**config.mk**
```make
export PLATFORM = sky130hd
export DESIGN_NAME = timebase_ctrl
export DESIGN_NICKNAME = d
export VERILOG_FILES = /design/src/rtl/timebase_pkg.sv /design/src/rtl/tick_counter.sv /design/src/rtl/timebase_ctrl.sv
export SDC_FILE = /design/constraint.sdc
export NUM_CORES = 1
export LEC_CHECK = 0
export ABC_AREA = 1
export BUFFER_PORTS_ARGS = -buffer_cell sky130_fd_sc_hd__clkbuf_2
export CAP_MARGIN = 5
export CORE_MARGIN = 3
export CORE_UTILIZATION = 40
export CTS_CLUSTER_SIZE = 28
export DETAILED_ROUTE_END_ITERATION = 10
export GPL_TIMING_DRIVEN = 0
export PLACE_DENSITY_LB_ADDON = 0.15
export SLEW_MARGIN = 0
export SYNTH_ARGS = -nofsm -noshare
export SYNTH_HDL_FRONTEND = slang
export SYNTH_SLANG_ARGS = --single-unit
```
**constraint.sdc**
```tcl
create_clock -name clock -period 2.16 [get_ports clock]
set_input_delay 0.216 -clock clock [delete_from_list [all_inputs] [get_ports clock]]
set_output_delay 0.216 -clock clock [all_outputs]
set_load 0.02 [all_outputs]
```
**src/rtl/timebase_pkg.sv**
```systemverilog
// Shared FSM encoding and widths for the timebase controller and its bench-facing outputs.
package timebase_pkg;

    typedef enum logic [1:0] {
        ST_IDLE  = 2'd0,
        ST_RUN   = 2'd1,
        ST_PAUSE = 2'd2
    } state_e;

    localparam int unsigned TICK_COUNT_W = 16;

    // Divisor loads are only taken while the counter is not advancing.
    function automatic logic load_window(input state_e s);
        return (s == ST_IDLE) || (s == ST_PAUSE);
    endfunction

endpackage

```
**src/rtl/tick_counter.sv**
```systemverilog
// Count/compare/wrap datapath: counts while enabled and emits a registered one-clock tick
// on the edge where the count wraps from div back to zero.
module tick_counter #(
    parameter int unsigned CNT_WIDTH = 17
) (
    input  logic                 clock,
    input  logic                 reset,
    input  logic                 enable,
    input  logic                 clear,
    input  logic [CNT_WIDTH-1:0] div,
    output logic                 tick,
    output logic [CNT_WIDTH-1:0] count
);

    localparam logic [CNT_WIDTH-1:0] CNT_ZERO = {CNT_WIDTH{1'b0}};
    localparam logic [CNT_WIDTH-1:0] CNT_ONE  = CNT_WIDTH'(32'd1);

    logic [CNT_WIDTH-1:0] count_d, count_q;
    logic                 tick_d, tick_q;

    // Next count: clear wins over counting; tick only on the wrap edge.
    always_comb begin
        count_d = count_q;
        tick_d  = 1'b0;
        if (clear) begin
            count_d = CNT_ZERO;
        end else if (enable) begin
            if (count_q == div) begin
                count_d = CNT_ZERO;
                tick_d  = 1'b1;
            end else begin
                count_d = count_q + CNT_ONE;
            end
        end else begin
            count_d = count_q;
        end
    end

    // Counter and tick registers.
    always_ff @(posedge clock or posedge reset) begin
        if (reset) begin
            count_q <= CNT_ZERO;
            tick_q  <= 1'b0;
        end else begin
            count_q <= count_d;
            tick_q  <= tick_d;
        end
    end

    assign tick  = tick_q;
    assign count = count_q;

endmodule

```
**src/rtl/timebase_ctrl.sv**
```systemverilog
// Run/pause/stop controller around tick_counter: owns the FSM, the divisor load handshake
// and the 16-bit running tick count.
module timebase_ctrl #(
    parameter int unsigned CNT_WIDTH = 17
) (
    input  logic                 clock,
    input  logic                 reset,
    input  logic                 start,
    input  logic                 pause,
    input  logic                 stop,
    input  logic                 load_valid,
    input  logic [CNT_WIDTH-1:0] load_div,
    output logic                 load_ready,
    output logic                 tick,
    output logic [15:0]          tick_count,
    output logic [1:0]           state
);

    import timebase_pkg::*;

    state_e                    state_d, state_q;
    logic [CNT_WIDTH-1:0]      div_d, div_q;
    logic [TICK_COUNT_W-1:0]   tick_count_d, tick_count_q;
    logic                      load_ready_s, load_acc_s, start_idle_s;
    logic                      cnt_en_s, cnt_clr_s, wrap_s, tick_s;
    logic [CNT_WIDTH-1:0]      count_s;

    // Request decode shared by the FSM, the counter controls and tick_count.
    always_comb begin
        load_ready_s = load_window(state_q);
        start_idle_s = (state_q == ST_IDLE) && start && !stop;
        // Stop also blocks a same-cycle load so the divisor survives an abort.
        load_acc_s   = load_valid && load_ready_s && !stop;
        cnt_en_s     = (state_q == ST_RUN) && !stop && !pause;
        cnt_clr_s    = stop || load_acc_s || start_idle_s;
        wrap_s       = cnt_en_s && (count_s == div_q);
    end

    // Next state with priority stop > pause > start; pause is meaningless outside RUN.
    always_comb begin
        state_d = state_q;
        case (state_q)
            ST_IDLE: begin
                if (stop)       state_d = ST_IDLE;
                else if (start) state_d = ST_RUN;
                else            state_d = ST_IDLE;
            end
            ST_RUN: begin
                if (stop)       state_d = ST_IDLE;
                else if (pause) state_d = ST_PAUSE;
                else            state_d = ST_RUN;
            end
            ST_PAUSE: begin
                if (stop)       state_d = ST_IDLE;
                else if (start) state_d = ST_RUN;
                else            state_d = ST_PAUSE;
            end
            default: state_d = ST_IDLE;
        endcase
    end

    // Divisor register and tick_count next values.
    always_comb begin
        div_d        = div_q;
        tick_count_d = tick_count_q;
        if (load_acc_s) begin
            div_d = load_div;
        end else begin
            div_d = div_q;
        end
        if (start_idle_s) begin
            tick_count_d = 16'd0;
        end else if (wrap_s) begin
            tick_count_d = tick_count_q + 16'd1;
        end else begin
            tick_count_d = tick_count_q;
        end
    end

    // Control registers; divisor resets to the slowest rate.
    always_ff @(posedge clock or posedge reset) begin
        if (reset) begin
            state_q      <= ST_IDLE;
            div_q        <= {CNT_WIDTH{1'b1}};
            tick_count_q <= 16'd0;
        end else begin
            state_q      <= state_d;
            div_q        <= div_d;
            tick_count_q <= tick_count_d;
        end
    end

    tick_counter #(
        .CNT_WIDTH (CNT_WIDTH)
    ) u_tick_counter (
        .clock  (clock),
        .reset  (reset),
        .enable (cnt_en_s),
        .clear  (cnt_clr_s),
        .div    (div_q),
        .tick   (tick_s),
        .count  (count_s)
    );

    assign load_ready = load_ready_s;
    assign tick       = tick_s;
    assign tick_count = tick_count_q;
    assign state      = state_q;

endmodule

```
==> qor.txt <==
first-pass GRT wire length: 11,800 um
WS Path Type: reg -> reg
GP Congestion: 0.938
post-route cell area: 0.00365 mm^2
core area: 0.00749 mm^2
drt first-iter violations: 135
port bufs: 42
Antenna Diode Count: 0
WHS Endpoint: state[1]$_DFF_PP0_
max-cap viol count: 0
Period minus WS final: 1800 ps
Flop pwr share: 0.563
Multi-input gate area: 0.00159 mm^2
RR Endpoint: u_tick_counter.count[12]$_DFFE_PP0P_
WP data arrival: 2040 ps
register-to-register setup slack: 360 ps
vias: 2,752
root buffer cell: clkbuf_8
largest cells by area after synthesis: dfrtp_1, nand2_1, dfstp_2
all-layer global routing usage: 0.165
CTS Buf Count: 5
Mapped Cells: 427
Hold Startpoint: start
worst-skew pair later-pin latency: 310 ps
HP Class: in -> reg
hold_ws: 103 ps
row count: 31
chip height: 95.4 um
EDFF count, synth: 0
Congestion Overflow GR: 0
sequential cell area: 0.00135 mm^2
Syn Area/Cell: 7.49 um^2
nets: 503
Comb power frac: 0.151
R2R depth: 8
Post-CTS Resized: 0
TritonCTS Sinks: 53
placed inst area: 0.00355 mm^2
Mapped Area: 0.00320 mm^2
Slew HR: 0.619
Net Sw Frac: 0.274
Design Power: 0.00203 W
deepest level of the CTS H-tree: 2
Distinct cells, synth: 30
fin cells: 578
actual slew at the worst max-slew pin: 568 ps
post-route core utilization: 0.488
Fillers: 765
CP startpoint kind: flop
fraction of layout cells with a size suffix above 1: 0.200
syn_nets: 452
vias in the first global route: 2,477
largest net degree at the start of global routing: 35
Clock Tree Buf Depth: 2
die area: 0.00911 mm^2
critical path fanouts, max: 6
DRC: 0
Leak: 1.85 nW
placed cells: 569
maximum VDD drop: 286 uV
most used flip-flop cell after synthesis: dfrtp_1
clock share of power: 0.286
Yosys reg bits: 53
Post-DP HPWL: 5520 um
Post-synth top cells: nand2_1, nor2_1, inv_1
Hold Path Stages: 2
Synth top area share: 0.282
# Post-CTS Setup Buffers: 0
post-synth top area cell: dfrtp_1
Internal Pwr Total: 0.00148 W
Power Density: 556 mW/mm^2
skew final: 12.7 ps
Starting Density: 0.427
crit end category: flop
TritonCTS clock tree: yes
Reg clk slew, reported paths: 100 ps
reg2reg start: u_tick_counter.count[0]$_DFFE_PP0P_
unrepaired setup endpoints after global routing: no
vias per inst: 4.76
Period Utilization, post-route: 0.833
Peak Freq: 555 MHz
Pins Over Slew Limit: 0
Sw Pwr: 0.000556 W
drt first pass iters: 4
I/O Pins: 43
ys async rst share: 1.00
register area share after synthesis: 0.421
Routed wire per std cell: 12.3 um
total wire length: 7100 um
Final Hold Fails: 0
Yosys warnings: 0
Die Span X: 95.4 um
area delta synth->final: 14.2%
Final Setup Violations: 0
top-count cell post-synth: nand2_1
WP data required: 2400 ps
outcome: finished clean
initial antenna violation count: 0
Routed Antenna Nets: 0
## registers in the layout, summed over array words and instances, names as in the netlist
name	flops
u_tick_counter.tick	1
u_tick_counter.count	17
state	2
tick_count	16
div_q	17
## power by group through the flow
stage	Combinational [W]	Clock, W	Sequential, W
3_5_place_dp	0.000309	0	0.00116
3_3_place_gp	0.000300	0	0.00116
2_1_floorplan	0.000223	0	0.00115
6_report	0.000306	0.000582	0.00114
5_1_grt	0.000356	0.000650	0.00115
4_1_cts	0.000311	0.000613	0.00114
## repair_timing
item / in CTS / in global routing
endpoints found under the hold margin: 7 / 0
hold buffers: 1 / 0
endpoints found under the setup margin: 0 / 0
## cell type report
type	instances	area share
multi-input combinational	309	0.435
sequential	53	0.369
timing repair buffer	44	0.0658
inverter	57	0.0586
tap	99	0.0339
clock buffer	8	0.0247
buffer	8	0.0130
## critical path, stage by stage (launching register included)
cell and delay (ps):
dfrtp_1 430, ha_1 210, nand2_1 60, nor2_1 380, nand3b_1 200, nor2_1 140
nand3_1 90, xor2_1 150, nor2_1 80
## through the flow
stage	setup slack [ps]	setup TNS [ps]
floorplan	578	0
global placement	-83.3	-2890
detailed placement	375	0
CTS	353	0
global route	169	0
finish	360	0
## cell usage in the layout (no fill, tap or decap), drive strengths merged
| master | count |
|---|---|
| nor3 | 4 |
| nand3 | 35 |
| o21bai | 1 |
| dlygate4sd3 | 1 |
| o41ai | 1 |
| xnor2 | 8 |
| nor2b | 2 |
| dfrtp | 36 |
| xor2 | 21 |
| nor2 | 57 |
| a21oi | 11 |
| nand4 | 13 |
| or2 | 2 |
| ha | 2 |
| mux2 | 6 |
| o21ai | 10 |
| buf | 6 |
| nand3b | 4 |
| nand2 | 131 |
| inv | 57 |
| dfstp | 17 |
| clkbuf | 53 |
| and2b | 1 |
## metal layers
layer | wire, um | GRT usage | up-vias
li1 | - | - | 1430
met1 | 3630 | 0.249 | 1255
met2 | 3030 | 0.251 | 61
met3 | 362 | 0.0237 | 6
met4 | 69 | 0.0415 | 0
met5 | 0 | 0 | -
## kinds of logic after synthesis
group	synth area share
compound gates	0.0379
xor+xnor	0.0794
fa+ha+maj	0.00782
buf+inv	0.0817
flops	0.421
mux	0.0211
simple gates	0.351
## worst max path at each step
stage | from | endpoint | slack (ps) | cells after the start
6_report | u_tick_counter.count[0]$_DFFE_PP0P_ | u_tick_counter.count[12]$_DFFE_PP0P_ | 360 | 8
2_1_floorplan | tick_count[1]$_DFFE_PP0P_ | tick_count[12]$_DFFE_PP0P_ | 580 | 8
3_5_place_dp | u_tick_counter.count[0]$_DFFE_PP0P_ | u_tick_counter.count[12]$_DFFE_PP0P_ | 370 | 8
4_1_cts | u_tick_counter.count[0]$_DFFE_PP0P_ | u_tick_counter.count[12]$_DFFE_PP0P_ | 350 | 8
3_3_place_gp | reset | u_tick_counter.count[6]$_DFFE_PP0P_ | -80 | 2
5_1_grt | u_tick_counter.count[0]$_DFFE_PP0P_ | u_tick_counter.count[12]$_DFFE_PP0P_ | 170 | 8
No activity file was read; power rests on OpenSTA's default activity.
